<file path="config.mk">
export PLATFORM = sky130hd
export DESIGN_NAME = exe_operand_stage
export DESIGN_NICKNAME = d
export VERILOG_FILES = /design/src/rtl/exe_pkg.sv /design/src/rtl/forward_mux.sv /design/src/rtl/exe_operand_stage.sv
export SDC_FILE = /design/constraint.sdc
export NUM_CORES = 1
export LEC_CHECK = 0
export BUFFER_PORTS_ARGS = -buffer_cell sky130_fd_sc_hd__buf_2
export CAP_MARGIN = 30
export CORE_AREA = 3 3 120 122
export DETAILED_ROUTE_END_ITERATION = 10
export DIE_AREA = 0 0 123 125
export PLACE_DENSITY = 0.71
export SKIP_CTS_REPAIR_TIMING = 1
export SYNTH_ARGS = -nofsm -noshare
export SYNTH_HDL_FRONTEND = slang
export SYNTH_SLANG_ARGS = --single-unit
</file>
<file path="constraint.sdc">
create_clock -name clk -period 3.85 [get_ports clk]
set_input_delay 0.77 -clock clk [delete_from_list [all_inputs] [get_ports clk]]
set_output_delay 0.77 -clock clk [all_outputs]
set_load 0.02 [all_outputs]
</file>
<file path="src/rtl/exe_pkg.sv">
// Shared definitions for the EXE operand stage: ALU command codes,
// default datapath widths and the forward-select encoding.
package exe_pkg;

  localparam int DW_DEF = 32;
  localparam int RW_DEF = 5;

  localparam logic [3:0] CMD_ADD    = 4'd0;
  localparam logic [3:0] CMD_SUB    = 4'd2;
  localparam logic [3:0] CMD_AND    = 4'd4;
  localparam logic [3:0] CMD_OR     = 4'd5;
  localparam logic [3:0] CMD_NOR    = 4'd6;
  localparam logic [3:0] CMD_XOR    = 4'd7;
  localparam logic [3:0] CMD_LEFT   = 4'd8;
  localparam logic [3:0] CMD_SRIGHT = 4'd9;
  localparam logic [3:0] CMD_RIGHT  = 4'd10;

  typedef enum logic [1:0] {
    FWD_REG = 2'd0,
    FWD_MEM = 2'd1,
    FWD_WB  = 2'd2
  } fwd_sel_e;

endpackage

</file>
<file path="src/rtl/forward_mux.sv">
// Operand forwarding selector: picks the MEM result, the WB value or the
// registered operand for one source register. MEM is the younger result and
// therefore wins over WB; register 0 is hard-wired and never forwarded.
module forward_mux
  import exe_pkg::*;
#(
  parameter int DW = DW_DEF,
  parameter int RW = RW_DEF
) (
  input  logic [RW-1:0] i_src,
  input  logic [DW-1:0] i_reg_val,
  input  logic          i_mem_en,
  input  logic [RW-1:0] i_mem_dest,
  input  logic [DW-1:0] i_mem_val,
  input  logic          i_wb_en,
  input  logic [RW-1:0] i_wb_dest,
  input  logic [DW-1:0] i_wb_val,
  output logic [DW-1:0] o_val,
  output fwd_sel_e      o_sel
);

  logic w_src_nz;
  assign w_src_nz = (i_src != {RW{1'b0}});

  // Select the newest producer of the source register, falling back to the register file copy
  always_comb begin
    o_val = i_reg_val;
    o_sel = FWD_REG;
    if (i_mem_en && (i_mem_dest == i_src) && w_src_nz) begin
      o_val = i_mem_val;
      o_sel = FWD_MEM;
    end else if (i_wb_en && (i_wb_dest == i_src) && w_src_nz) begin
      o_val = i_wb_val;
      o_sel = FWD_WB;
    end else begin
      o_val = i_reg_val;
      o_sel = FWD_REG;
    end
  end

endmodule

</file>
<file path="src/rtl/exe_operand_stage.sv">
// ID/EX pipeline register with operand forwarding and load-use detection.
// Optional feature macro: FORWARDING_EN. When undefined, the MEM/WB
// forwarding inputs are ignored and load_use flags every RAW dependency on EXE.
module exe_operand_stage
  import exe_pkg::*;
#(
  parameter int DW = DW_DEF,
  parameter int RW = RW_DEF
) (
  input  logic          clk,
  input  logic          rst,
  input  logic          freeze,
  input  logic          flush,
  input  logic          id_valid,
  input  logic [DW-1:0] id_val1,
  input  logic [DW-1:0] id_val2,
  input  logic [DW-1:0] id_imm,
  input  logic          id_use_imm,
  input  logic [3:0]    id_cmd,
  input  logic [RW-1:0] id_src1,
  input  logic [RW-1:0] id_src2,
  input  logic [RW-1:0] id_dest,
  input  logic          id_wb_en,
  input  logic          id_mem_r,
  input  logic          id_mem_w,
  input  logic          mem_wb_en,
  input  logic [RW-1:0] mem_dest,
  input  logic [DW-1:0] mem_result,
  input  logic          wb_wb_en,
  input  logic [RW-1:0] wb_dest,
  input  logic [DW-1:0] wb_value,
  output logic [DW-1:0] alu_a,
  output logic [DW-1:0] alu_b,
  output logic [3:0]    alu_cmd,
  output logic          exe_valid,
  output logic          exe_wb_en,
  output logic          exe_mem_r,
  output logic          exe_mem_w,
  output logic [RW-1:0] exe_dest,
  output logic [DW-1:0] exe_store_val,
  output logic          load_use
);

  logic          r_valid, r_wb_en, r_mem_r, r_mem_w, r_use_imm;
  logic [DW-1:0] r_val1, r_val2, r_imm;
  logic [3:0]    r_cmd;
  logic [RW-1:0] r_src1, r_src2, r_dest;

  // Pipeline register: flush loads a bubble, freeze holds, otherwise capture ID
  always_ff @(posedge clk or posedge rst) begin
    if (rst) begin
      r_valid   <= 1'b0;
      r_wb_en   <= 1'b0;
      r_mem_r   <= 1'b0;
      r_mem_w   <= 1'b0;
      r_use_imm <= 1'b0;
      r_val1    <= {DW{1'b0}};
      r_val2    <= {DW{1'b0}};
      r_imm     <= {DW{1'b0}};
      r_cmd     <= CMD_ADD;
      r_src1    <= {RW{1'b0}};
      r_src2    <= {RW{1'b0}};
      r_dest    <= {RW{1'b0}};
    end else if (flush) begin
      r_valid   <= 1'b0;
      r_wb_en   <= 1'b0;
      r_mem_r   <= 1'b0;
      r_mem_w   <= 1'b0;
      r_use_imm <= 1'b0;
      r_val1    <= {DW{1'b0}};
      r_val2    <= {DW{1'b0}};
      r_imm     <= {DW{1'b0}};
      r_cmd     <= CMD_ADD;
      r_src1    <= {RW{1'b0}};
      r_src2    <= {RW{1'b0}};
      r_dest    <= {RW{1'b0}};
    end else if (!freeze) begin
      r_valid   <= id_valid;
      r_wb_en   <= id_valid & id_wb_en;
      r_mem_r   <= id_valid & id_mem_r;
      r_mem_w   <= id_valid & id_mem_w;
      r_use_imm <= id_use_imm;
      r_val1    <= id_val1;
      r_val2    <= id_val2;
      r_imm     <= id_imm;
      r_cmd     <= id_cmd;
      r_src1    <= id_src1;
      r_src2    <= id_src2;
      r_dest    <= id_dest;
    end else begin
      r_valid   <= r_valid;
      r_wb_en   <= r_wb_en;
      r_mem_r   <= r_mem_r;
      r_mem_w   <= r_mem_w;
      r_use_imm <= r_use_imm;
      r_val1    <= r_val1;
      r_val2    <= r_val2;
      r_imm     <= r_imm;
      r_cmd     <= r_cmd;
      r_src1    <= r_src1;
      r_src2    <= r_src2;
      r_dest    <= r_dest;
    end
  end

  logic          w_mem_en, w_wb_en, w_load_term, w_unused_sink;
  logic [RW-1:0] w_mem_dest, w_wb_dest;
  logic [DW-1:0] w_mem_val, w_wb_val, w_fwd1, w_fwd2;
  fwd_sel_e      w_sel1, w_sel2;

`ifdef FORWARDING_EN
  assign w_mem_en      = mem_wb_en;
  assign w_mem_dest    = mem_dest;
  assign w_mem_val     = mem_result;
  assign w_wb_en       = wb_wb_en;
  assign w_wb_dest     = wb_dest;
  assign w_wb_val      = wb_value;
  assign w_load_term   = r_mem_r;
  assign w_unused_sink = ^{w_sel1, w_sel2};
`else
  assign w_mem_en      = 1'b0;
  assign w_mem_dest    = {RW{1'b0}};
  assign w_mem_val     = {DW{1'b0}};
  assign w_wb_en       = 1'b0;
  assign w_wb_dest     = {RW{1'b0}};
  assign w_wb_val      = {DW{1'b0}};
  // Without forwarding every producer in EXE blocks a dependent instruction
  assign w_load_term   = 1'b1;
  assign w_unused_sink = ^{w_sel1, w_sel2, mem_wb_en, mem_dest, mem_result,
                           wb_wb_en, wb_dest, wb_value};
`endif

  forward_mux #(.DW(DW), .RW(RW)) u_fwd1 (
    .i_src(r_src1), .i_reg_val(r_val1),
    .i_mem_en(w_mem_en), .i_mem_dest(w_mem_dest), .i_mem_val(w_mem_val),
    .i_wb_en(w_wb_en), .i_wb_dest(w_wb_dest), .i_wb_val(w_wb_val),
    .o_val(w_fwd1), .o_sel(w_sel1)
  );

  forward_mux #(.DW(DW), .RW(RW)) u_fwd2 (
    .i_src(r_src2), .i_reg_val(r_val2),
    .i_mem_en(w_mem_en), .i_mem_dest(w_mem_dest), .i_mem_val(w_mem_val),
    .i_wb_en(w_wb_en), .i_wb_dest(w_wb_dest), .i_wb_val(w_wb_val),
    .o_val(w_fwd2), .o_sel(w_sel2)
  );

  assign alu_a         = w_fwd1;
  assign alu_b         = r_use_imm ? r_imm : w_fwd2;
  assign exe_store_val = w_fwd2;
  assign alu_cmd       = r_cmd;
  assign exe_valid     = r_valid;
  assign exe_wb_en     = r_wb_en;
  assign exe_mem_r     = r_mem_r;
  assign exe_mem_w     = r_mem_w;
  assign exe_dest      = r_dest;

  // A dependent instruction in ID that forwarding cannot serve in time
  assign load_use = r_valid && w_load_term && (r_dest != {RW{1'b0}}) &&
                    ((r_dest == id_src1) || ((r_dest == id_src2) && !id_use_imm));

endmodule

</file>
==> qor.csv <==
stage;metric;value;unit
sta;Final Max Tran Viols;0;
sta;fmax;391;MHz
route;uppermost layer routed;met4;
worst_setup_path;Reg-to-Reg Start;r_use_imm;
route;via count;3809;
clock_network;# H-tree levels;3;
global_route;vias in the first global route;4063;
clock_network;clock latency at the later pin of the worst-skew pair;0.33;ns
floorplanning;num rows;42;
outcome;outcome;finished clean;
floorplanning;CORE AREA;0.0133;mm²
global_route;largest net degree at the start of global routing;60;
synthesis;Post-Synth Adder-Cell Area;0;%
worst_setup_path;Reg2Reg Depth;3;
worst_setup_path;crit path from;id_src2[4];
global_route;Remaining Overflow, GRT;0;
synthesis;ys async rst share;100;%
worst_setup_path;critical path class;input port to output port;
route;Pre-antenna DRT Iters;4;
clock_network;CTS Buf Count;9;
floorplanning;die area;0.0154;mm²
worst_setup_path;Crit-path slowest cell;or3_1;
cells_and_area;Layout Nets;832;
clock_network;Clk pin slew, worst setup/hold paths;0.07;ns
power;pwr/cell area;405;mW/mm²
min_path;Hold Crit Class;input port to asynchronous set/reset pin;
route;Avg Vias per Cell;4.69;
route;final routed DRC violation total;0;
sta;Max-slew headroom;53.7;%
route;number of DRC markers in iteration 0;105;
worst_setup_path;Crit path max-delay family;simple AND/OR/NAND/NOR gates;
global_route;first-pass GRT wire length;19600;µm
cells_and_area;most frequent cells in the layout;buf_2 (231), nor2_1 (111), dfrtp_1 (110), mux2i_1 (106), mux2_2 (32);
route;post-route ant nets;0;
placed_design;RePlAce Congestion;0.730;
synthesis;Synth Cell Area;0.00491;mm²
synthesis;Mean Syn Cell Area;11.9;µm²
synthesis;sequential area share after synthesis;56.1;%
synthesis;Post-synth EDFFs;0;
sta;Final Hold Viols;0;
synthesis;post-synthesis mux area share;28.9;%
synthesis;largest family of logic cells by synthesized area;multiplexers;
power;Peak VDD IR;0.266;mV
placed_design;port bufs;233;
clock_network;Clk Tree Root Cell;clkbuf_16;
route;wl on met1;5050;µm
global_route;initial antenna violation count;0;
worst_setup_path;most frequent CP cell;buf_2;
synthesis;complex-gate fraction of the synthesized area;0.713;%
route;routed wire length;12200;µm
synthesis;Post-Syn Instances;412;
cells_and_area;commonest non-fill, non-tap cell in the layout;buf_2;
worst_setup_path;worst path bufs/invs;2;
sta;clock skew;0;ns
synthesis;FF+latch count, synth;110;
floorplanning;initial core utilization;36.9;%
placed_design;Final HPWL DP;8880;µm
worst_setup_path;Worst Path Required;3.08;ns
worst_setup_path;crit path DAT;1.79;ns
worst_setup_path;maximum fanout along the worst path;1;
power;LEAKAGE;3.74;nW
floorplanning;num ports;310;
cells_and_area;Core Util, Final;49.2;%
route;met3 WL;1120;µm
route;DR WL met2;5920;µm
sta;RSZ-0062 raised after global routing;false;
floorplanning;die width;123;µm
cells_and_area;ANT cells;0;
route;drt wl/cell;15.0;µm
cells_and_area;share of post-route cells with drive strength above 1;45.1;%
worst_setup_path;Reg2Reg Setup Slack;2.74;ns
sta;crit path time final;2.56;ns
worst_setup_path;Worst R2R End;r_use_imm;
flow_run;max_cap viols;0;
clock_network;CTS tree;built;
global_route;Tot GR Track Use;15.7;%
synthesis;synth unique cells;20;
sta;final setup vio count;0;
synthesis;Synth warnings;0;
sta;Tightest Pin Transition;0.695;ns
synthesis;post-synthesis xor/xnor area fraction;1.78;%
worst_setup_path;Worst path max stage delay;0.35;ns
synthesis;Mapped Nets;612;
synthesis;Post-Synth Simple-Gate Area;9.30;%
synthesis;commonest register cell after synthesis;dfrtp_1;
sta;fin crit share;66.4;%
worst_setup_path;CP Depth;6;
floorplanning;Die Y;125;µm
worst_setup_path;critical-path cell list;buf_2, xnor2_1, nand4_1, or3_1, a21oi_1, buf_2;
cells_and_area;area grow syn2layout;33.1;%
sta;Post-Route Setup TNS;0;ns
clock_network;CTS Buffer Depth;2;
worst_setup_path;Worst Setup End Kind;output port;
worst_setup_path;Setup crit end;load_use;
worst_setup_path;Worst Setup Start Kind;input port;
clock_network;Sink Count;110;
## synthesized netlist by cell type (2+ instances only)
| cell type | n | share of area (%) |
|---|---|---|
| nor2_1 | 111 | 8.5 |
| dfrtp_1 | 110 | 56 |
| mux2i_1 | 106 | 22 |
| mux2_2 | 32 | 7.3 |
| clkbuf_1 | 13 | 0.99 |
| buf_4 | 10 | 1.5 |
| buf_2 | 6 | 0.61 |
| xnor2_1 | 6 | 1.1 |
| xor2_1 | 4 | 0.71 |
| a21oi_1 | 3 | 0.31 |
| a22oi_1 | 2 | 0.31 |
## kinds of logic (layout without fill, tap and decap cells)
group | count (synthesis) | after routing
compound gates | 6 | 6
flops | 110 | 110
xor+xnor | 10 | 10
buf+inv | 30 | 255
simple gates | 118 | 118
mux | 138 | 138
## worst register-to-register path, cell delays in order (launching register included)
cell	delay, ns
dfrtp_1	0.38
buf_4	0.42
mux2i_1	0.14
nor2_1	0.10
## how the worst min path moves through the flow
stage,from,to,slack (ns),cells after the start
finish,rst,r_val1[0],0.47,2
global route,rst,r_val1[0],0.49,2
CTS,rst,r_val1[13],0.48,2
detailed placement,r_val1[18],r_val1[18],0.51,2
global placement,r_val1[1],r_val1[1],0.50,2
floorplan,r_imm[0],r_imm[0],0.48,2
## power by group
| group | total, W | internal (W) | switching, W |
|---|---|---|---|
| sequential | 0.00126 | 0.00122 | 0.0000418 |
| combinational | 0.000461 | 0.000196 | 0.000265 |
| clock | 0.000923 | 0.000520 | 0.000403 |
| total | 0.00264 | 0.00194 | 0.000710 |
## sequential cells by signal (all words and copies together), names as in the netlist
signal     count
exe_dest       5
r_use_imm      1
r_imm         32
r_val2        32
exe_mem_r      1
r_val1        32
exe_wb_en      1
alu_cmd        4
exe_mem_w      1
exe_valid      1
## metal layers
metal	global-route usage, %	up-vias
li1	-	1820
met1	18.9	1828
met2	27.0	152
met3	5.24	9
met4	3.97	0
met5	0	-
## area by class of cell
class / instances / area, µm²
clock inverters: 6 / 61.3
fillers: 1209 / 6760
inverters: 1 / 6.26
repair buffers: 238 / 1260
clock buffers: 10 / 239
well taps: 176 / 220
flip-flops and latches: 110 / 2750
multi-input cells: 272 / 2000
## through the flow
| step | setup slack (ns) | instances | hold WS, ns | total power, W | cell area, µm² |
|---|---|---|---|---|---|
| 2_1_floorplan | 0.178 | 412 | 0.484 | 0.00157 | 4910 |
| 3_3_place_gp | 1.32 | 795 | 0.500 | 0.00173 | 6190 |
| 3_5_place_dp | 1.30 | 797 | 0.511 | 0.00175 | 6240 |
| 4_1_cts | 1.29 | 813 | 0.476 | 0.00269 | 6540 |
| 5_1_grt | 1.16 | 813 | 0.489 | 0.00279 | 6540 |
| 6_report | 1.29 | 813 | 0.472 | 0.00264 | 6540 |
Power figures use the tool's default switching activity.
